### src/rtl/seg7_scan_reader.sv
// seg7_scan_reader: reads a multiplexed 7-segment bus back into a frame of decoded digits
// Ports: clk, rst (sync, active-high); seg {a..g}, 1 = lit; n_en active-low digit selects;
//   value (4 bits per position), blank, err per position; frame_valid one-cycle pulse;
//   frame_err qualified by frame_valid.
// Build option SEG7_DP_EN: seg widens to 8 bits with seg[7] = decimal point, adds dp[DIGITS].
module seg7_scan_reader #(
  parameter int DIGITS = 4,
  parameter int STABLE = 3
) (
  input  logic                clk,
  input  logic                rst,
`ifdef SEG7_DP_EN
  input  logic [7:0]          seg,
  output logic [DIGITS-1:0]   dp,
`else
  input  logic [6:0]          seg,
`endif
  input  logic [DIGITS-1:0]   n_en,
  output logic [4*DIGITS-1:0] value,
  output logic [DIGITS-1:0]   blank,
  output logic [DIGITS-1:0]   err,
  output logic                frame_valid,
  output logic                frame_err
);
`ifdef SEG7_DP_EN
  localparam int SW = 8;
`else
  localparam int SW = 7;
`endif
  localparam int IW = DIGITS + SW;
  localparam logic [3:0] CMAX = 4'(STABLE - 1);
  // returns {err, blank, value}
  function automatic logic [5:0] decode(input logic [6:0] s);
    case (s)
      7'h7E:   decode = 6'h00;
      7'h30:   decode = 6'h01;
      7'h6D:   decode = 6'h02;
      7'h79:   decode = 6'h03;
      7'h33:   decode = 6'h04;
      7'h5B:   decode = 6'h05;
      7'h5F:   decode = 6'h06;
      7'h70:   decode = 6'h07;
      7'h7F:   decode = 6'h08;
      7'h7B:   decode = 6'h09;
      7'h00:   decode = 6'h1F;
      default: decode = 6'h2E;
    endcase
  endfunction
  logic [IW-1:0]       s0_q, s0_d, s1_q, s1_d, pat_q, pat_d;
  logic [3:0]          cnt_q, cnt_d;
  logic                acc_q, acc_d;
  logic [DIGITS-1:0]   cap_q, cap_d;
  logic                multi_q, multi_d;
  logic [4*DIGITS-1:0] sh_val_q, sh_val_d, value_q, value_d;
  logic [DIGITS-1:0]   sh_blank_q, sh_blank_d, blank_q, blank_d;
  logic [DIGITS-1:0]   sh_err_q, sh_err_d, err_q, err_d;
  logic                frame_valid_q, frame_valid_d, frame_err_q, frame_err_d;
  logic                eq, one;
  logic [DIGITS-1:0]   sel;
  logic [5:0]          dec;
`ifdef SEG7_DP_EN
  logic [DIGITS-1:0]   sh_dp_q, sh_dp_d, dp_q, dp_d;
`endif
  always_comb begin
    s0_d = {n_en, seg};
    s1_d = s0_q;
    eq = s0_q == s1_q;
    cnt_d = !eq ? 4'd0 : cnt_q == CMAX ? cnt_q : cnt_q + 4'd1;
    // acceptance is pipelined one edge so the write lands STABLE+1 edges after the pattern appears
    acc_d = eq && cnt_q == CMAX - 4'd1;
    pat_d = s0_q;
    sel = ~pat_q[IW-1:SW];
    dec = decode(pat_q[6:0]);
    one = |sel && ~|(sel & (sel - DIGITS'(1)));
    sh_val_d = sh_val_q;
    sh_blank_d = sh_blank_q;
    sh_err_d = sh_err_q;
`ifdef SEG7_DP_EN
    sh_dp_d = sh_dp_q;
    dp_d = dp_q;
`endif
    for (int i = 0; i < DIGITS; i++)
      if (acc_q && one && sel[i]) begin
        sh_val_d[4*i +: 4] = dec[3:0];
        sh_blank_d[i] = dec[4];
        sh_err_d[i] = dec[5];
`ifdef SEG7_DP_EN
        sh_dp_d[i] = pat_q[7];
`endif
      end
    cap_d = cap_q | (acc_q && one ? sel : '0);
    multi_d = multi_q | (acc_q && |sel && !one);
    value_d = value_q;
    blank_d = blank_q;
    err_d = err_q;
    frame_valid_d = 1'b0;
    frame_err_d = 1'b0;
    // captured only reaches all-ones through a write, so this fires once per completed frame
    if (&cap_d) begin
      value_d = sh_val_d;
      blank_d = sh_blank_d;
      err_d = sh_err_d;
`ifdef SEG7_DP_EN
      dp_d = sh_dp_d;
`endif
      frame_valid_d = 1'b1;
      frame_err_d = |sh_err_d | multi_d;
      cap_d = '0;
      multi_d = 1'b0;
    end
  end
  always_ff @(posedge clk) begin
    if (rst) begin
      s0_q <= '0;
      s1_q <= '0;
      pat_q <= '0;
      cnt_q <= '0;
      acc_q <= 1'b0;
      cap_q <= '0;
      multi_q <= 1'b0;
      sh_val_q <= '0;
      sh_blank_q <= '0;
      sh_err_q <= '0;
      value_q <= '0;
      blank_q <= '1;
      err_q <= '0;
      frame_valid_q <= 1'b0;
      frame_err_q <= 1'b0;
`ifdef SEG7_DP_EN
      sh_dp_q <= '0;
      dp_q <= '0;
`endif
    end else begin
      s0_q <= s0_d;
      s1_q <= s1_d;
      pat_q <= pat_d;
      cnt_q <= cnt_d;
      acc_q <= acc_d;
      cap_q <= cap_d;
      multi_q <= multi_d;
      sh_val_q <= sh_val_d;
      sh_blank_q <= sh_blank_d;
      sh_err_q <= sh_err_d;
      value_q <= value_d;
      blank_q <= blank_d;
      err_q <= err_d;
      frame_valid_q <= frame_valid_d;
      frame_err_q <= frame_err_d;
`ifdef SEG7_DP_EN
      sh_dp_q <= sh_dp_d;
      dp_q <= dp_d;
`endif
    end
  end
  assign value = value_q;
  assign blank = blank_q;
  assign err = err_q;
  assign frame_valid = frame_valid_q;
  assign frame_err = frame_err_q;
`ifdef SEG7_DP_EN
  assign dp = dp_q;
`endif
endmodule
### config.mk
export PLATFORM = sky130hd
export DESIGN_NAME = seg7_scan_reader
export DESIGN_NICKNAME = d
export VERILOG_FILES = /design/src/rtl/seg7_scan_reader.sv
export SDC_FILE = /design/constraint.sdc
export NUM_CORES = 1
export LEC_CHECK = 0
export BUFFER_PORTS_ARGS = -buffer_cell sky130_fd_sc_hd__buf_2
export CAP_MARGIN = 10
export CORE_UTILIZATION = 30
export DETAILED_ROUTE_END_ITERATION = 8
export GPL_ROUTABILITY_DRIVEN = 0
export HOLD_SLACK_MARGIN = 0.08
export SETUP_SLACK_MARGIN = 0.5
export SLEW_MARGIN = 40
export SYNTH_ARGS = -nofsm -noshare
export SYNTH_HDL_FRONTEND = slang
export SYNTH_SLANG_ARGS = --single-unit
### constraint.sdc
create_clock -name clk -period 2.4 [get_ports clk]
set_input_delay 0.12 -clock clk [delete_from_list [all_inputs] [get_ports clk]]
set_output_delay 0.12 -clock clk [all_outputs]
set_load 0.01 [all_outputs]
# [Word level (Yosys, flattened, before mapping)]
# Cells that the tools add are included.
[word_totals] mem_bits_ro=0 n_memories=0 ff_bits=82 ram_bits=0 out_inout_bits=26 latchBits=0
[classes] n_mul=0 bitwise=7 n_mux=15 n_addsub=2 n_shift=0 n_reduce_logical=19 n_lt_le_gt_ge=0 eq_ne=13 div=0
[op_table] op="$pmux 6 s11" n=1
[op_table] op="$eq 7x7->1 const B" n=8
[op_table] op="$mux 4" n=5
[op_table] op="$eq 7x6->1 const B" n=2
[op_table] op="$reduce_or 4->1" n=3
[op_table] op="$eq 11x11->1" n=1
[op_table] op="$logic_and 1x1->1" n=9
[op_table] op="$mux 1" n=9
[op_table] op="$logic_not 7->1" n=1
[op_table] op="$reduce_or 2->1" n=3
[op_table] op="$add 4x1->4 const B" n=1
[op_table] op="$and 4x4->4" n=1
[op_table] op="$eq 4x1->1 const B" n=1
[op_table] op="$eq 4x2->1 const B" n=1
[op_table] op="$not 4->4" n=1
[op_table] op="$or 4x4->4" n=1
[op_table] op="$reduce_and 4->1" n=1
[op_table] op="$sub 4x1->4 const B" n=1
[op_table] op="$logic_not 1->1" n=2
[op_table] op="$not 1->1" n=2
[op_table] op="$or 1x1->1" n=2

# [Longest topological paths before layout]
# Gate-level depths: netlist of the first run.
[logic_depth] ltp_word=12 depth_mapped=8 depth_no_buf=6

# [Worst setup path before layout of the first run]
# Ideal clock, no wire load.
[synth_timing] path_type="register -> register" startpoint="register pat_q[10]" endpoint="register value_q[11] (netlist: value[11])" n_path_buf=2 synth_period_minus_slack_ns=2.110 path_slack_ns=0.290 t_required_ns=2.246 path_stages_with_launch=8 t_arrival_ns=1.956 setup_time_ns=0.154 cell_sequence="dfxtp_1 -> nand2_2 -> or3_1 -> buf_6 -> a2111o_1 -> buf_6 -> a2111oi_0 -> a2111oi_1"
[synth_between] elab_chain_len=10
[synth_lines] item="start, declared" line="49" source="logic [IW-1:0] s0_q, s0_d, s1_q, s1_d, pat_q, pat_d;"
[synth_lines] item="start signal, assigned" line="136" source="pat_q <= pat_d;"
[synth_lines] item="$not 4->4 (*)" line="72" source="sel = ~pat_q[IW-1:SW];"
[synth_lines] item="$sub 4x1->4" line="74" source="one = |sel && ~|(sel & (sel - DIGITS'(1)));"
[synth_lines] item="$and 4x4->4" line="74"
[synth_lines] item="$reduce_or 4->1" line="74"
[synth_lines] item="$logic_not 1->1" line="74"
[synth_lines] item="$logic_and 1x1->1" line="74"
[synth_lines] item="$logic_and 1x1->1" line="83, 91"
[synth_lines] item="$mux 4" line="91" source="cap_d = cap_q | (acc_q && one ? sel : '0);"
[synth_lines] item="$or 4x4->4" line="91"
[synth_lines] item="$reduce_and 4->1" line="99" source="if (&cap_d) begin"
[synth_lines] item="end signal, assigned" line="144" source="value_q <= value_d;"
[synth_lines] item="end, declared" line="54" source="logic [4*DIGITS-1:0] sh_val_q, sh_val_d, value_q, value_d;"
# Mark *: on every way between the ends. The rest lies on a longest branch, timed or not.
# A chain may end at the register's enable or synchronous reset.

# [Final worst setup path of the first run]
[layout_timing] startpoint="register pat_q[10]" endpoint="register value_q[6] (netlist: value[6])"
# The elaborated chain is that of the path after synthesis.

==> results of run 1 <==
power groups by stage:
stage	logic, mW	registers (mW)	clock network [mW]
after floorplan	0.108	1.42	0
after detailed placement	0.124	1.43	0
after CTS	0.158	1.40	1.40
after global placement	0.124	1.43	0
final	0.189	1.40	1.38
after global routing	0.203	1.41	1.46
cells in the final DEF (no fill, tap or decap), drive strengths merged, types with 3 or more instances in the layout:
cell type and n:
o41ai 9, nor3 14, a211o 4, nand3 8
nor2b 24, clkbuf 15, a211oi 13, nor4 5
a31oi 7, nand3b 9, and2 8, mux2i 8
xor2 15, dlygate4sd3 11, dfxtp 82, o2bb2ai 4
buf 67, nor2 48, nand2b 4, a2111oi 9
inv 5, a21oi 4, ha 3, and3 3
nand2 9
worst max path at each step:
stage | to | cells after the start | slack [ns] | startpoint
finish | value[6] | 5 | 0.39 | pat_q[10]
CTS | value[7] | 7 | 0.45 | pat_q[10]
floorplan | blank[2] | 7 | 0.47 | pat_q[7]
global placement | value[3] | 5 | 0.26 | pat_q[7]
global route | value[6] | 5 | 0.33 | pat_q[10]
detailed placement | value[6] | 5 | 0.19 | pat_q[7]
synth_stat cells, types with 2 or more instances:
cell and n:
sky130_fd_sc_hd__a2111oi_0 4, sky130_fd_sc_hd__a2111oi_1 4, sky130_fd_sc_hd__a211o_1 4, sky130_fd_sc_hd__a211oi_1 9, sky130_fd_sc_hd__a211oi_2 4, sky130_fd_sc_hd__a21oi_1 4
sky130_fd_sc_hd__a31oi_1 7, sky130_fd_sc_hd__and2_1 7, sky130_fd_sc_hd__and2b_2 2, sky130_fd_sc_hd__and3_1 3, sky130_fd_sc_hd__and3b_1 2, sky130_fd_sc_hd__buf_2 2
sky130_fd_sc_hd__buf_6 4, sky130_fd_sc_hd__clkbuf_1 17, sky130_fd_sc_hd__dfxtp_1 82, sky130_fd_sc_hd__ha_1 3, sky130_fd_sc_hd__inv_1 5, sky130_fd_sc_hd__mux2i_1 8
sky130_fd_sc_hd__nand2_1 8, sky130_fd_sc_hd__nand2b_1 3, sky130_fd_sc_hd__nand3_1 8, sky130_fd_sc_hd__nand3b_1 9, sky130_fd_sc_hd__nor2_1 48, sky130_fd_sc_hd__nor2b_1 24
sky130_fd_sc_hd__nor3_1 14, sky130_fd_sc_hd__nor4_1 4, sky130_fd_sc_hd__nor4b_1 2, sky130_fd_sc_hd__o211ai_1 2, sky130_fd_sc_hd__o21ai_0 2, sky130_fd_sc_hd__o2bb2ai_1 4
sky130_fd_sc_hd__o41ai_2 8, sky130_fd_sc_hd__xor2_1 15
flip-flops by register name, summed over array words and instances, names as in the netlist, 11 cells and up:
| register | count |
|---|---|
| value | 16 |
| sh_val_q | 16 |
| pat_d | 11 |
| pat_q | 11 |
kinds of logic (layout without fill, tap and decap cells):
| group | after synthesis | in the layout |
|---|---|---|
| AOI/OAI and AO/OA | 59 | 60 |
| DFF | 82 | 82 |
| adders and majority gates | 3 | 3 |
| xor gates and xnor gates | 16 | 16 |
| muxes | 8 | 8 |
| buffers and inverters | 30 | 100 |
| and+or+nand+nor | 144 | 144 |
final cells by class:
type / count / area share
flip-flops and latches: 82 / 0.358
clock buffers: 14 / 0.0566
well taps: 140 / 0.0376
inverters: 5 / 0.00402
repair buffers: 79 / 0.124
multi-input cells: 231 / 0.412
clock inverters: 2 / 0.00751
per-layer routing:
layer | share of wire | wire length (um) | vias up
met4 | 0.029 | 240 | 0
met1 | 0.45 | 3700 | 1327
met2 | 0.48 | 3950 | 50
li1 | - | - | 1348
met5 | 0 | 0 | -
met3 | 0.039 | 322 | 19
timing repair:
action	in CTS	in global routing
endpoints found under the setup margin	42	42
hold endpoints to repair	11	0
cloned	1	2
buffers inserted	14	7
hold buffers	11	0
resized for setup	32	32
pin swaps	11	11
worst max-delay path, delay by kind of cell (launching register included):
family	cells	cell delay, ns
AOI/OAI and AO/OA	2	0.87
buffers and inverters	1	0.21
DFF	1	0.38
and+or+nand+nor	2	0.44
through the flow:
step	hold slack (ns)	setup slack [ns]	power (mW)	cell area, um^2
final	0.249	0.386	2.97	4660
after global routing	0.268	0.328	3.07	4660
after CTS	0.218	0.446	2.97	4450
after detailed placement	0.336	0.193	1.56	3740
after global placement	0.327	0.262	1.56	3740
after floorplan	0.248	0.469	1.53	3470
==> metrics.txt, run 1 <==
# TYPE chip_impl_metric gauge
chip_impl_metric{name="post-place-cells",unit=""} 502
chip_impl_info{name="hold-path-endpoint",value="sh_err_q[0]"} 1
chip_impl_metric{name="tritoncts_num_sinks",unit=""} 82
chip_impl_metric{name="edff_count_synth",unit=""} 0
chip_impl_metric{name="met3_usage",unit=""} 0.0404
chip_impl_metric{name="netlist.area_leader.share",unit=""} 0.483
chip_impl_metric{name="critical_path.max_stage_delay",unit="ns"} 0.53
chip_impl_metric{name="yosys.area_share.simple",unit=""} 0.229
chip_impl_info{name="reg2reg_from",value="pat_q[10]"} 1
chip_impl_metric{name="cell_internal_pwr",unit="mW"} 2.32
chip_impl_info{name="timing.rr.end",value="value[6]"} 1
chip_impl_metric{name="chipWidth",unit="um"} 108
chip_impl_metric{name="mappedNetlistArea",unit="um^2"} 3400
chip_impl_info{name="critPathKind",value="reg2reg"} 1
chip_impl_metric{name="leakage_power_of_the_design",unit="nW"} 1.79
chip_impl_metric{name="ys_types",unit=""} 52
chip_impl_metric{name="post_dr_vias_cell",unit=""} 4.96
chip_impl_metric{name="synth-seq-area-share",unit=""} 0.483
chip_impl_metric{name="multi_input_area",unit="um^2"} 1920
chip_impl_metric{name="first_pass_grt_wire_length",unit="um"} 12400
chip_impl_info{name="cts_root_buf",value="sky130_fd_sc_hd__clkbuf_16"} 1
chip_impl_metric{name="hold_violations",unit=""} 0
chip_impl_metric{name="power_per_cell_area",unit="nW/um^2"} 637
chip_impl_metric{name="crit_fanout",unit=""} 24
chip_impl_metric{name="pin_count",unit=""} 39
chip_impl_metric{name="finalSetupViolCount",unit=""} 0
chip_impl_info{name="min_path_type",value="in2reg"} 1
chip_impl_metric{name="rows",unit=""} 38
chip_impl_metric{name="initial_drc_count",unit=""} 103
chip_impl_metric{name="cap_violations",unit=""} 0
chip_impl_metric{name="post_synth_fa_ha_maj_area_fraction",unit=""} 0.0110
chip_impl_metric{name="area_delta_synth_final",unit="%"} 37.2
chip_impl_metric{name="yosys_warnings",unit=""} 0
chip_impl_info{name="yosys.area.top_type",value="sky130_fd_sc_hd__dfxtp_1"} 1
chip_impl_metric{name="power_frac_clock",unit=""} 0.464
chip_impl_info{name="grt-busiest-layer",value="met2"} 1
chip_impl_info{name="run_status",value="completed"} 1
chip_impl_metric{name="final_min_period_over_clock_period",unit=""} 0.839
chip_impl_metric{name="post_synth.cell_area_avg",unit="um^2"} 9.94
chip_impl_metric{name="h-tree-depth",unit=""} 3
chip_impl_metric{name="setup_tns",unit="ns"} 0
chip_impl_metric{name="remaining_drc_errors",unit=""} 0
chip_impl_metric{name="final_critical_path_required_period",unit="ns"} 2.01
chip_impl_metric{name="initial_antenna_violation_count",unit=""} 0
chip_impl_info{name="timing.critical_path.slowest_stage_cell",value="sky130_fd_sc_hd__a2111o_1"} 1
chip_impl_metric{name="placeableCoreArea",unit="um^2"} 10900
chip_impl_metric{name="max_slew_headroom_at_the_worst_pin",unit=""} 0.632
chip_impl_metric{name="cts_inserted_buffers",unit=""} 9
chip_impl_metric{name="ir_worst_vdd",unit="mV"} 0.320
chip_impl_info{name="timing.critical_path.from_type",value="flip-flop"} 1
chip_impl_metric{name="gr-usage-all-layers",unit=""} 0.139
chip_impl_metric{name="avgRoutedWirePerCell",unit="um"} 14.8
chip_impl_metric{name="starting_density",unit=""} 0.311
chip_impl_metric{name="switchingPower",unit="mW"} 0.647
chip_impl_info{name="synth_flop_cell",value="sky130_fd_sc_hd__dfxtp_1"} 1
chip_impl_metric{name="clock_skew",unit="ns"} 0.00631
chip_impl_info{name="grt_setup_unrepaired",value="yes"} 1
chip_impl_metric{name="later_pin_clock_latency_in_the_skew_report",unit="ns"} 0.34
chip_impl_metric{name="register_area",unit="um^2"} 1670
chip_impl_metric{name="die_h",unit="um"} 108
chip_impl_metric{name="final_antenna_net_count",unit=""} 0
chip_impl_metric{name="global_route.overflow_total",unit=""} 0
chip_impl_info{name="ys_top_cells_by_area",value="sky130_fd_sc_hd__dfxtp_1 48%, sky130_fd_sc_hd__nor2_1 5.3%, sky130_fd_sc_hd__nor2b_1 4.4%, sky130_fd_sc_hd__xor2_1 3.9%, sky130_fd_sc_hd__o41ai_2 3.8%"} 1
chip_impl_metric{name="synth.mux.area_fraction",unit=""} 0.0235
chip_impl_metric{name="worst-endpoint-arrival",unit="ns"} 2.25
chip_impl_metric{name="met1_usage",unit=""} 0.162
chip_impl_info{name="setup.worst_path.end_class",value="flip-flop"} 1
chip_impl_metric{name="post_synth_inst_count",unit=""} 342
chip_impl_metric{name="power.share.switching",unit=""} 0.218
chip_impl_metric{name="complex_gate_fraction_of_the_synthesized_area",unit=""} 0.166
chip_impl_metric{name="clkTransAtPathRegs",unit="ns"} 0.06
chip_impl_metric{name="global_route.usage.met2",unit=""} 0.227
chip_impl_metric{name="cts.path.max_buffers",unit=""} 2
chip_impl_metric{name="nFillCells",unit=""} 1048
chip_impl_info{name="tritoncts",value="built"} 1
chip_impl_metric{name="postSynthRegisterBits",unit=""} 82
chip_impl_metric{name="required",unit="ns"} 2.64
chip_impl_metric{name="dieArea",unit="um^2"} 11800
chip_impl_metric{name="r2r_cells",unit=""} 5
chip_impl_metric{name="r2r_slack",unit="ns"} 0.39
chip_impl_info{name="largest_family_of_logic_cells_by_synthesized_area",value="simple AND/OR/NAND/NOR gates"} 1
chip_impl_metric{name="worstMarginPinSlew",unit="ns"} 0.552
chip_impl_metric{name="share_seq_of_total_power",unit=""} 0.472
chip_impl_metric{name="fmax",unit="MHz"} 497
chip_impl_metric{name="postSynth.asyncResetShare",unit=""} 0
chip_impl_metric{name="postLayoutCoreUtil",unit=""} 0.427
chip_impl_metric{name="fin_nets",unit=""} 424
chip_impl_metric{name="place_hpwl",unit="um"} 4880
chip_impl_metric{name="grt_pass1_vias",unit=""} 2583
chip_impl_metric{name="whs_path_depth",unit=""} 2
chip_impl_metric{name="drt-total-wl",unit="um"} 8210
chip_impl_metric{name="placement.io_buffers",unit=""} 38
chip_impl_metric{name="maximum_number_of_pins_on_one_net_before_global_route_repair",unit=""} 37
chip_impl_info{name="cp_cell_sequence",value="nand2_4 > or3_4 > a2111o_1 > buf_8 > o41ai_2"} 1
chip_impl_info{name="hold_path_startpoint",value="rst"} 1
chip_impl_metric{name="postSynthNetCount",unit=""} 358
chip_impl_metric{name="layoutNonFillerInstCount",unit=""} 553
chip_impl_metric{name="final_max_slew_viol_count",unit=""} 0
chip_impl_metric{name="route.vias.total",unit=""} 2744
chip_impl_metric{name="drt-pass1-iter-count",unit=""} 4
chip_impl_metric{name="yosys.area_share.xor_xnor",unit=""} 0.0412
chip_impl_metric{name="drive_gt1_frac",unit=""} 0.375
chip_impl_metric{name="number_of_diodes",unit=""} 0
chip_impl_metric{name="p_comb_frac",unit=""} 0.064
Power figures use the tool's default switching activity.
==> inputs of run 2 (changes only) <==
ABC_AREA = 1   (was not set)
clock period = 1.6 ns   (was 2.4 ns; I/O delays follow)
==> run 2 against run 1 <==
Effect of this change: the run now ends with negative setup slack left; setup slack worse by 0.40 ns; die area shrank 4.1%; global-route usage rose by 1.5 points; sequential share of layout area shrank 2.3 points; via count up 11%; register-to-register slack got worse by 0.40 ns; final area increased by 7.5%; synthesized cell count up 23%; sequential power increased by 49%; power is 30% higher; utilization grew 5.5 points; critical endpoint is now frame_err; highest routed layer unchanged.
==> metrics.txt, run 2 <==
# TYPE chip_impl_metric gauge
chip_impl_metric{name="initial_drc_count",unit=""} 118
chip_impl_metric{name="placeableCoreArea",unit="um^2"} 10400
chip_impl_metric{name="gr-usage-all-layers",unit=""} 0.154
chip_impl_metric{name="edff_count_synth",unit=""} 0
chip_impl_metric{name="number_of_diodes",unit=""} 0
chip_impl_metric{name="synth-seq-area-share",unit=""} 0.504
chip_impl_info{name="most-common-layout-cells",value="71 x sky130_fd_sc_hd__dfxtp_1, 63 x sky130_fd_sc_hd__nand2_1, 53 x sky130_fd_sc_hd__nor2_1"} 1
chip_impl_info{name="dominant_delay_contributor_by_cell_family_on_the_critical_path",value="simple AND/OR/NAND/NOR gates"} 1
chip_impl_metric{name="h-tree-depth",unit=""} 3
chip_impl_info{name="run_status",value="finished with violations"} 1
chip_impl_metric{name="yosys_warnings",unit=""} 0
chip_impl_metric{name="chipWidth",unit="um"} 106
chip_impl_metric{name="final_antenna_net_count",unit=""} 0
chip_impl_metric{name="critical_path_buf_inv_count",unit=""} 0
chip_impl_metric{name="post_synth_inst_count",unit=""} 420
chip_impl_info{name="timing.critical_path.slowest_stage_cell",value="sky130_fd_sc_hd__dfxtp_4"} 1
chip_impl_info{name="violations",value="negative setup slack"} 1
chip_impl_metric{name="cts_inserted_buffers",unit=""} 9
chip_impl_info{name="synth_flop_cell",value="sky130_fd_sc_hd__dfxtp_1"} 1
chip_impl_metric{name="maximum_number_of_pins_on_one_net_before_global_route_repair",unit=""} 44
chip_impl_metric{name="worstMarginPinSlew",unit="ns"} 0.491
chip_impl_metric{name="postSynthRegisterBits",unit=""} 82
chip_impl_info{name="ys_top_cells_by_area",value="sky130_fd_sc_hd__dfxtp_1 50%, sky130_fd_sc_hd__nand2_1 12%, sky130_fd_sc_hd__nor2_1 7.3%, sky130_fd_sc_hd__inv_1 6.1%, sky130_fd_sc_hd__o21ai_0 3.4%"} 1
chip_impl_metric{name="hold_violations",unit=""} 0
chip_impl_metric{name="pre_cts_slack",unit="ns"} -0.0391
chip_impl_metric{name="crit_fanout",unit=""} 7
chip_impl_metric{name="layoutNonFillerInstCount",unit=""} 668
chip_impl_info{name="timing.critical_path.from_type",value="flip-flop"} 1
chip_impl_metric{name="clkTransAtPathRegs",unit="ns"} 0.09
chip_impl_metric{name="p_comb_frac",unit=""} 0.103
chip_impl_metric{name="final_cell_area",unit="um^2"} 5010
chip_impl_info{name="min_path_type",value="in2reg"} 1
chip_impl_metric{name="starting_density",unit=""} 0.313
chip_impl_metric{name="critical_path.max_stage_delay",unit="ns"} 0.42
chip_impl_info{name="library_cell_with_the_highest_instance_count_after_synthesis",value="sky130_fd_sc_hd__nand2_1"} 1
chip_impl_metric{name="place_hpwl",unit="um"} 5100
chip_impl_metric{name="first_pass_grt_wire_length",unit="um"} 13600
chip_impl_metric{name="final_max_slew_viol_count",unit=""} 0
chip_impl_metric{name="initial_antenna_violation_count",unit=""} 0
chip_impl_metric{name="clock_skew",unit="ns"} 0.00920
chip_impl_metric{name="post_synth.cell_area_avg",unit="um^2"} 7.76
chip_impl_metric{name="grt_pass1_vias",unit=""} 2921
chip_impl_metric{name="drt-total-wl",unit="um"} 9070
chip_impl_metric{name="cts.path.max_buffers",unit=""} 2
chip_impl_metric{name="share_seq_of_total_power",unit=""} 0.540
chip_impl_metric{name="remaining_drc_errors",unit=""} 0
chip_impl_metric{name="report.power.total",unit="mW"} 3.87
chip_impl_metric{name="power_frac_clock",unit=""} 0.356
chip_impl_metric{name="postLayoutCoreUtil",unit=""} 0.481
chip_impl_metric{name="fin_nets",unit=""} 543
chip_impl_metric{name="required",unit="ns"} 1.91
chip_impl_metric{name="placement.io_buffers",unit=""} 38
chip_impl_metric{name="area_delta_synth_final",unit="%"} 53.8
chip_impl_metric{name="rows",unit=""} 37
chip_impl_metric{name="finalSetupViolCount",unit=""} 1
chip_impl_info{name="critPathKind",value="reg2reg"} 1
chip_impl_metric{name="drt-pass1-iter-count",unit=""} 4
chip_impl_metric{name="final_critical_path_required_period",unit="ns"} 1.61
chip_impl_metric{name="power.share.switching",unit=""} 0.274
chip_impl_info{name="cts_root_buf",value="sky130_fd_sc_hd__clkbuf_8"} 1
chip_impl_info{name="most_common_cell_after_layout_fill_and_taps_aside",value="sky130_fd_sc_hd__dfxtp_1"} 1
chip_impl_metric{name="ys_types",unit=""} 35
chip_impl_info{name="yosys.area.top_type",value="sky130_fd_sc_hd__dfxtp_1"} 1
chip_impl_metric{name="final_min_period_over_clock_period",unit=""} 1.01
chip_impl_metric{name="pin_count",unit=""} 39
chip_impl_metric{name="power_per_cell_area",unit="nW/um^2"} 772
chip_impl_info{name="grt_setup_unrepaired",value="yes"} 1
chip_impl_metric{name="mappedNetlistArea",unit="um^2"} 3260
chip_impl_metric{name="nFillCells",unit=""} 975
chip_impl_metric{name="cap_violations",unit=""} 0
chip_impl_info{name="setup.worst_path.end_class",value="flip-flop"} 1
chip_impl_metric{name="max_slew_headroom_at_the_worst_pin",unit=""} 0.672
chip_impl_metric{name="route.vias.total",unit=""} 3035
chip_impl_metric{name="leakage_power_of_the_design",unit="nW"} 2.34
chip_impl_metric{name="avgRoutedWirePerCell",unit="um"} 13.6
chip_impl_metric{name="switchingPower",unit="mW"} 1.06
chip_impl_info{name="tritoncts",value="built"} 1
chip_impl_metric{name="tritoncts_num_sinks",unit=""} 82
chip_impl_metric{name="global_route.overflow_total",unit=""} 0
chip_impl_metric{name="postLayoutSetupSlackWorst",unit="ns"} -0.0121
chip_impl_metric{name="later_pin_clock_latency_in_the_skew_report",unit="ns"} 0.36
chip_impl_metric{name="drive_gt1_frac",unit=""} 0.468
chip_impl_metric{name="worst-endpoint-arrival",unit="ns"} 1.92
chip_impl_metric{name="dieArea",unit="um^2"} 11300
chip_impl_metric{name="post_dr_vias_cell",unit=""} 4.54
chip_impl_metric{name="postSynthNetCount",unit=""} 436
chip_impl_metric{name="postPlaceCellArea",unit="um^2"} 3800
chip_impl_metric{name="postSynth.asyncResetShare",unit=""} 0
chip_impl_metric{name="netlist.area_leader.share",unit=""} 0.504
chip_impl_metric{name="die_h",unit="um"} 106
chip_impl_metric{name="cell_internal_pwr",unit="mW"} 2.81
chip_impl_metric{name="ir_worst_vdd",unit="mV"} 0.373
chip_impl_info{name="cell_types_with_the_highest_counts_after_synthesis",value="100 x sky130_fd_sc_hd__nand2_1, 82 x sky130_fd_sc_hd__dfxtp_1, 63 x sky130_fd_sc_hd__nor2_1"} 1
chip_impl_info{name="path_common_cell",value="sky130_fd_sc_hd__nand2_4"} 1
chip_impl_metric{name="post-place-cells",unit=""} 593
chip_impl_metric{name="fmax",unit="MHz"} 620
chip_impl_info{name="cp_cell_sequence",value="nor2_4 > nand2_4 > nand2_4 > nand2_4 > nand2_4 > nor2_4 > nand2_4 > a21boi_2 > nand3b_1 > nand2_1"} 1
[run 2: cell count changes after synthesis, moves of 15 or more]
cell                      before  now
sky130_fd_sc_hd__o21ai_0       2   22
sky130_fd_sc_hd__inv_1         5   53
sky130_fd_sc_hd__nand2_1       8  100
sky130_fd_sc_hd__nor2b_1      24    0
sky130_fd_sc_hd__nor2_1       48   63
[run 2: cells by family (layout without fill, tap and decap cells)]
kind of cell             count (synthesis)  after routing  synth area share
flip-flops                              82             82             0.504
XOR/XNOR                                 6              6            0.0161
AO/OA/AOI/OAI                           57             57             0.104
buffers and inverters                   66            176            0.0856
multiplexers                             1              1           0.00307
AND/OR/NAND/NOR                        205            207             0.276
adder cells (fa/ha/maj)                  3              3            0.0115
[run 2: timing repair]
item | 4_1_cts | 5_1_grt
gates cloned | 4 | 0
hold buffers | 11 | 0
endpoints found under the hold margin | 11 | 0
pin swaps | 22 | 22
endpoints found under the setup margin | 60 | 60
gates resized for setup | 71 | 80
buffers inserted | 31 | 13
[run 2: worst reg2reg max path: stages (launching register included)]
cell and delay [ns]:
sky130_fd_sc_hd__dfxtp_4 0.42, sky130_fd_sc_hd__nor2_4 0.06, sky130_fd_sc_hd__nand2_4 0.09, sky130_fd_sc_hd__nand2_4 0.08, sky130_fd_sc_hd__nand2_4 0.09, sky130_fd_sc_hd__nand2_4 0.07, sky130_fd_sc_hd__nor2_4 0.23, sky130_fd_sc_hd__nand2_4 0.15
sky130_fd_sc_hd__a21boi_2 0.17, sky130_fd_sc_hd__nand3b_1 0.13, sky130_fd_sc_hd__nand2_1 0.09
[run 2: final cells by class]
| cell class | instances | area (um^2) | area share |
|---|---|---|---|
| Timing Repair inverter | 1 | 11.3 | 0.00225 |
| Tap cell | 136 | 170 | 0.0339 |
| Inverter | 57 | 277 | 0.0552 |
| Sequential cell | 82 | 1680 | 0.335 |
| Timing Repair Buffer | 102 | 818 | 0.163 |
| Clock inverter | 7 | 52.6 | 0.0105 |
| Clock buffer | 9 | 124 | 0.0247 |
| Multi-Input combinational cell | 274 | 1880 | 0.375 |
[run 2: per-stage QoR]
step           setup TNS (ns)  hold slack [ns]
6_report              -0.0121            0.265
3_5_place_dp           -0.261            0.289
3_3_place_gp                0            0.292
4_1_cts                     0            0.265
5_1_grt                 -2.33            0.275
2_1_floorplan               0            0.187
[run 2: power groups by stage]
stage                     Combinational, mW  Clock (mW)  Sequential [mW]
after global routing                  0.428        1.50             2.10
after floorplan                       0.153           0             2.13
final                                 0.400        1.38             2.09
after detailed placement              0.204           0             2.14
after global placement                0.200           0             2.14
after CTS                             0.297        1.41             2.09
[run 2: layer usage]
| metal | track usage | part of all wire | up-vias |
|---|---|---|---|
| met1 | 0.181 | 0.43 | 1432 |
| li1 | - | - | 1529 |
| met2 | 0.272 | 0.51 | 49 |
| met3 | 0.0319 | 0.032 | 25 |
| met5 | 0 | 0 | - |
| met4 | 0.0605 | 0.025 | 0 |
[run 2: path summary, 6_finish.rpt]
check                           startpoint        end  slack (ns)  cells past startpoint
worst max-delay path              pat_q[6]  frame_err       -0.01                     10
worst min-delay path                   rst   pat_q[7]        0.27                      3
worst max register to register    pat_q[6]  frame_err       -0.01                     10
worst min register to register    pat_d[2]   pat_q[2]        0.43                      2
==> inputs of run 3 (changes only) <==
clock period = 1.77 ns   (was 1.6 ns; I/O delays follow)
==> run 3 against run 2 <==
Effect of this change: the flow now finishes without violations; maximum frequency shrank 0.79%; die area unchanged; power fell by 12%; clock-buffer cell count grew 4; utilization down 1.0 points; combinational power shrank 23%; via count about the same; global-route usage is 0.31 points lower; hold slack lost 0.040 ns; largest cell class unchanged; largest power group unchanged.
==> metrics.txt, run 3 (synthesized netlist as in run 2, its figures left out) <==
# TYPE chip_impl_metric gauge
chip_impl_info{name="run_status",value="completed"} 1
chip_impl_info{name="most-common-layout-cells",value="71 x sky130_fd_sc_hd__dfxtp_1, 68 x sky130_fd_sc_hd__nand2_1, 50 x sky130_fd_sc_hd__nor2_1"} 1
chip_impl_info{name="timing.critical_path.from_type",value="flip-flop"} 1
chip_impl_info{name="cts_root_buf",value="sky130_fd_sc_hd__clkbuf_8"} 1
chip_impl_metric{name="global_route.overflow_total",unit=""} 0
chip_impl_metric{name="grt_pass1_vias",unit=""} 2914
chip_impl_metric{name="worst-endpoint-arrival",unit="ns"} 1.93
chip_impl_info{name="hold_path_startpoint",value="rst"} 1
chip_impl_metric{name="initial_drc_count",unit=""} 131
chip_impl_metric{name="switchingPower",unit="mW"} 0.855
chip_impl_info{name="critPathKind",value="reg2reg"} 1
chip_impl_info{name="cp_cell_sequence",value="nand3_2 > inv_2 > nand2_1 > nand3_2 > nor2_4 > nand2_4 > a21boi_2 > nand3b_1 > nand2_1"} 1
chip_impl_metric{name="cts_inserted_buffers",unit=""} 9
chip_impl_metric{name="cts.path.max_buffers",unit=""} 2
chip_impl_metric{name="fmax",unit="MHz"} 615
chip_impl_metric{name="initial_antenna_violation_count",unit=""} 0
chip_impl_metric{name="final_max_slew_viol_count",unit=""} 0
chip_impl_metric{name="max_slew_headroom_at_the_worst_pin",unit=""} 0.686
chip_impl_metric{name="remaining_drc_errors",unit=""} 0
chip_impl_metric{name="clkTransAtPathRegs",unit="ns"} 0.08
chip_impl_metric{name="timing.hold.ws",unit="ns"} 0.225
chip_impl_metric{name="chipWidth",unit="um"} 106
chip_impl_metric{name="worstMarginPinSlew",unit="ns"} 0.472
chip_impl_metric{name="starting_density",unit=""} 0.313
chip_impl_metric{name="power_per_cell_area",unit="nW/um^2"} 698
chip_impl_metric{name="rows",unit=""} 37
chip_impl_metric{name="route.vias.total",unit=""} 3032
chip_impl_info{name="grt_setup_unrepaired",value="yes"} 1
chip_impl_metric{name="p_comb_frac",unit=""} 0.090
chip_impl_info{name="timing.rr.end",value="err[1]"} 1
chip_impl_metric{name="drt-total-wl",unit="um"} 8490
chip_impl_metric{name="dieArea",unit="um^2"} 11300
chip_impl_metric{name="final_antenna_net_count",unit=""} 0
chip_impl_metric{name="critical_path.max_stage_delay",unit="ns"} 0.39
chip_impl_metric{name="fin_nets",unit=""} 541
chip_impl_metric{name="avgRoutedWirePerCell",unit="um"} 12.8
chip_impl_metric{name="critical_path_buf_inv_count",unit=""} 1
chip_impl_info{name="hold-path-endpoint",value="sh_val_q[5]"} 1
chip_impl_metric{name="tritoncts_num_sinks",unit=""} 82
chip_impl_metric{name="crit_fanout",unit=""} 7
chip_impl_info{name="reg2reg_from",value="pat_q[6]"} 1
chip_impl_metric{name="die_h",unit="um"} 106
chip_impl_info{name="setup.worst_path.end_class",value="flip-flop"} 1
chip_impl_metric{name="post_dr_vias_cell",unit=""} 4.56
chip_impl_metric{name="hold_violations",unit=""} 0
chip_impl_metric{name="number_of_diodes",unit=""} 0
chip_impl_metric{name="h-tree-depth",unit=""} 3
chip_impl_metric{name="post-place-cells",unit=""} 591
chip_impl_metric{name="gr-usage-all-layers",unit=""} 0.151
chip_impl_metric{name="postLayoutSetupSlackWorst",unit="ns"} 0.145
chip_impl_metric{name="drt-pass1-iter-count",unit=""} 4
chip_impl_metric{name="leakage_power_of_the_design",unit="nW"} 2.31
chip_impl_metric{name="share_seq_of_total_power",unit=""} 0.553
chip_impl_info{name="dominant_delay_contributor_by_cell_family_on_the_critical_path",value="simple AND/OR/NAND/NOR gates"} 1
chip_impl_metric{name="cap_violations",unit=""} 0
chip_impl_metric{name="r2r_slack",unit="ns"} 0.15
chip_impl_metric{name="final_critical_path_required_period",unit="ns"} 1.62
chip_impl_metric{name="cell_internal_pwr",unit="mW"} 2.57
chip_impl_info{name="most_common_cell_after_layout_fill_and_taps_aside",value="sky130_fd_sc_hd__dfxtp_1"} 1
chip_impl_metric{name="final_min_period_over_clock_period",unit=""} 0.918
chip_impl_metric{name="setup_tns",unit="ns"} 0
chip_impl_metric{name="area_delta_synth_final",unit="%"} 50.5
chip_impl_metric{name="required",unit="ns"} 2.08
chip_impl_metric{name="clock_skew",unit="ns"} 0.00998
chip_impl_info{name="min_path_type",value="in2reg"} 1
chip_impl_metric{name="power_frac_clock",unit=""} 0.357
chip_impl_metric{name="ir_worst_vdd",unit="mV"} 0.307
chip_impl_info{name="timing.critical_path.slowest_stage_cell",value="sky130_fd_sc_hd__dfxtp_4"} 1
chip_impl_metric{name="r2r_cells",unit=""} 9
chip_impl_metric{name="whs_path_depth",unit=""} 3
chip_impl_metric{name="drive_gt1_frac",unit=""} 0.459
chip_impl_metric{name="pin_count",unit=""} 39
chip_impl_metric{name="later_pin_clock_latency_in_the_skew_report",unit="ns"} 0.36
chip_impl_metric{name="pre_cts_slack",unit="ns"} 0.0865
chip_impl_metric{name="layoutNonFillerInstCount",unit=""} 665
chip_impl_metric{name="placeableCoreArea",unit="um^2"} 10400
chip_impl_metric{name="place_hpwl",unit="um"} 4900
chip_impl_metric{name="first_pass_grt_wire_length",unit="um"} 13500
chip_impl_metric{name="placement.io_buffers",unit=""} 38
chip_impl_metric{name="finalSetupViolCount",unit=""} 0
chip_impl_info{name="tritoncts",value="built"} 1
chip_impl_metric{name="maximum_number_of_pins_on_one_net_before_global_route_repair",unit=""} 44
chip_impl_metric{name="power.share.switching",unit=""} 0.250
-- run 3: timing repair --
item                                    4_1_cts  5_1_grt
pin swaps                                    31       37
hold endpoints to repair                     11        0
hold buffers                                 11        0
gates resized for setup                     100       63
buffers inserted                             39        8
endpoints found under the setup margin       60       60
gates cloned                                  1        0
-- run 3: cell type report --
type	instances	area (um^2)
clock buffer	13	159
clock inverter	2	12.5
fill	971	5510
inverter	57	258
multi-input combinational	273	1860
sequential	82	1680
tap	136	170
timing repair buffer	102	762
-- run 3: power groups by stage --
stage	sequential (mW)	clock (mW)	combinational (mW)
2_1_floorplan	1.93	0	0.130
3_3_place_gp	1.93	0	0.167
3_5_place_dp	1.94	0	0.169
4_1_cts	1.89	1.26	0.260
5_1_grt	1.90	1.32	0.333
6_report	1.89	1.22	0.307
-- run 3: stage by stage --
stage	cell area, um^2	util	power (mW)
final	4900	0.471	3.42
after floorplan	3370	-	2.06
after detailed placement	3710	0.356	2.10
after global placement	3710	0.356	2.10
after global routing	4900	0.471	3.55
after CTS	4630	0.444	3.40
-- run 3: worst max path at each step --
stage / from / endpoint / slack, ns / cells after the start
5_1_grt: pat_q[6] / err[1] / 0.03 / 9
3_5_place_dp: pat_q[8] / value[10] / 0.09 / 10
2_1_floorplan: pat_q[8] / value[10] / 0.28 / 12
4_1_cts: pat_q[7] / err[2] / 0.20 / 10
6_report: pat_q[6] / err[1] / 0.15 / 9
3_3_place_gp: acc_q / err[2] / 0.13 / 7
-- run 3: worst register-to-register path: stages (launching register included) --
cell and delay [ns]:
sky130_fd_sc_hd__dfxtp_4 0.39, sky130_fd_sc_hd__nand3_2 0.11, sky130_fd_sc_hd__inv_2 0.06, sky130_fd_sc_hd__nand2_1 0.11
sky130_fd_sc_hd__nand3_2 0.11, sky130_fd_sc_hd__nor2_4 0.25, sky130_fd_sc_hd__nand2_4 0.13, sky130_fd_sc_hd__a21boi_2 0.20
sky130_fd_sc_hd__nand3b_1 0.12, sky130_fd_sc_hd__nand2_1 0.08
-- run 3: layer usage --
layer  vias to the layer above  track usage  part of all wire
met2                        69        0.257              0.51
li1                       1532            -                 -
met4                         0       0.0605             0.026
met1                      1406        0.181              0.43
met5                         -            0                 0
met3                        25       0.0380             0.039
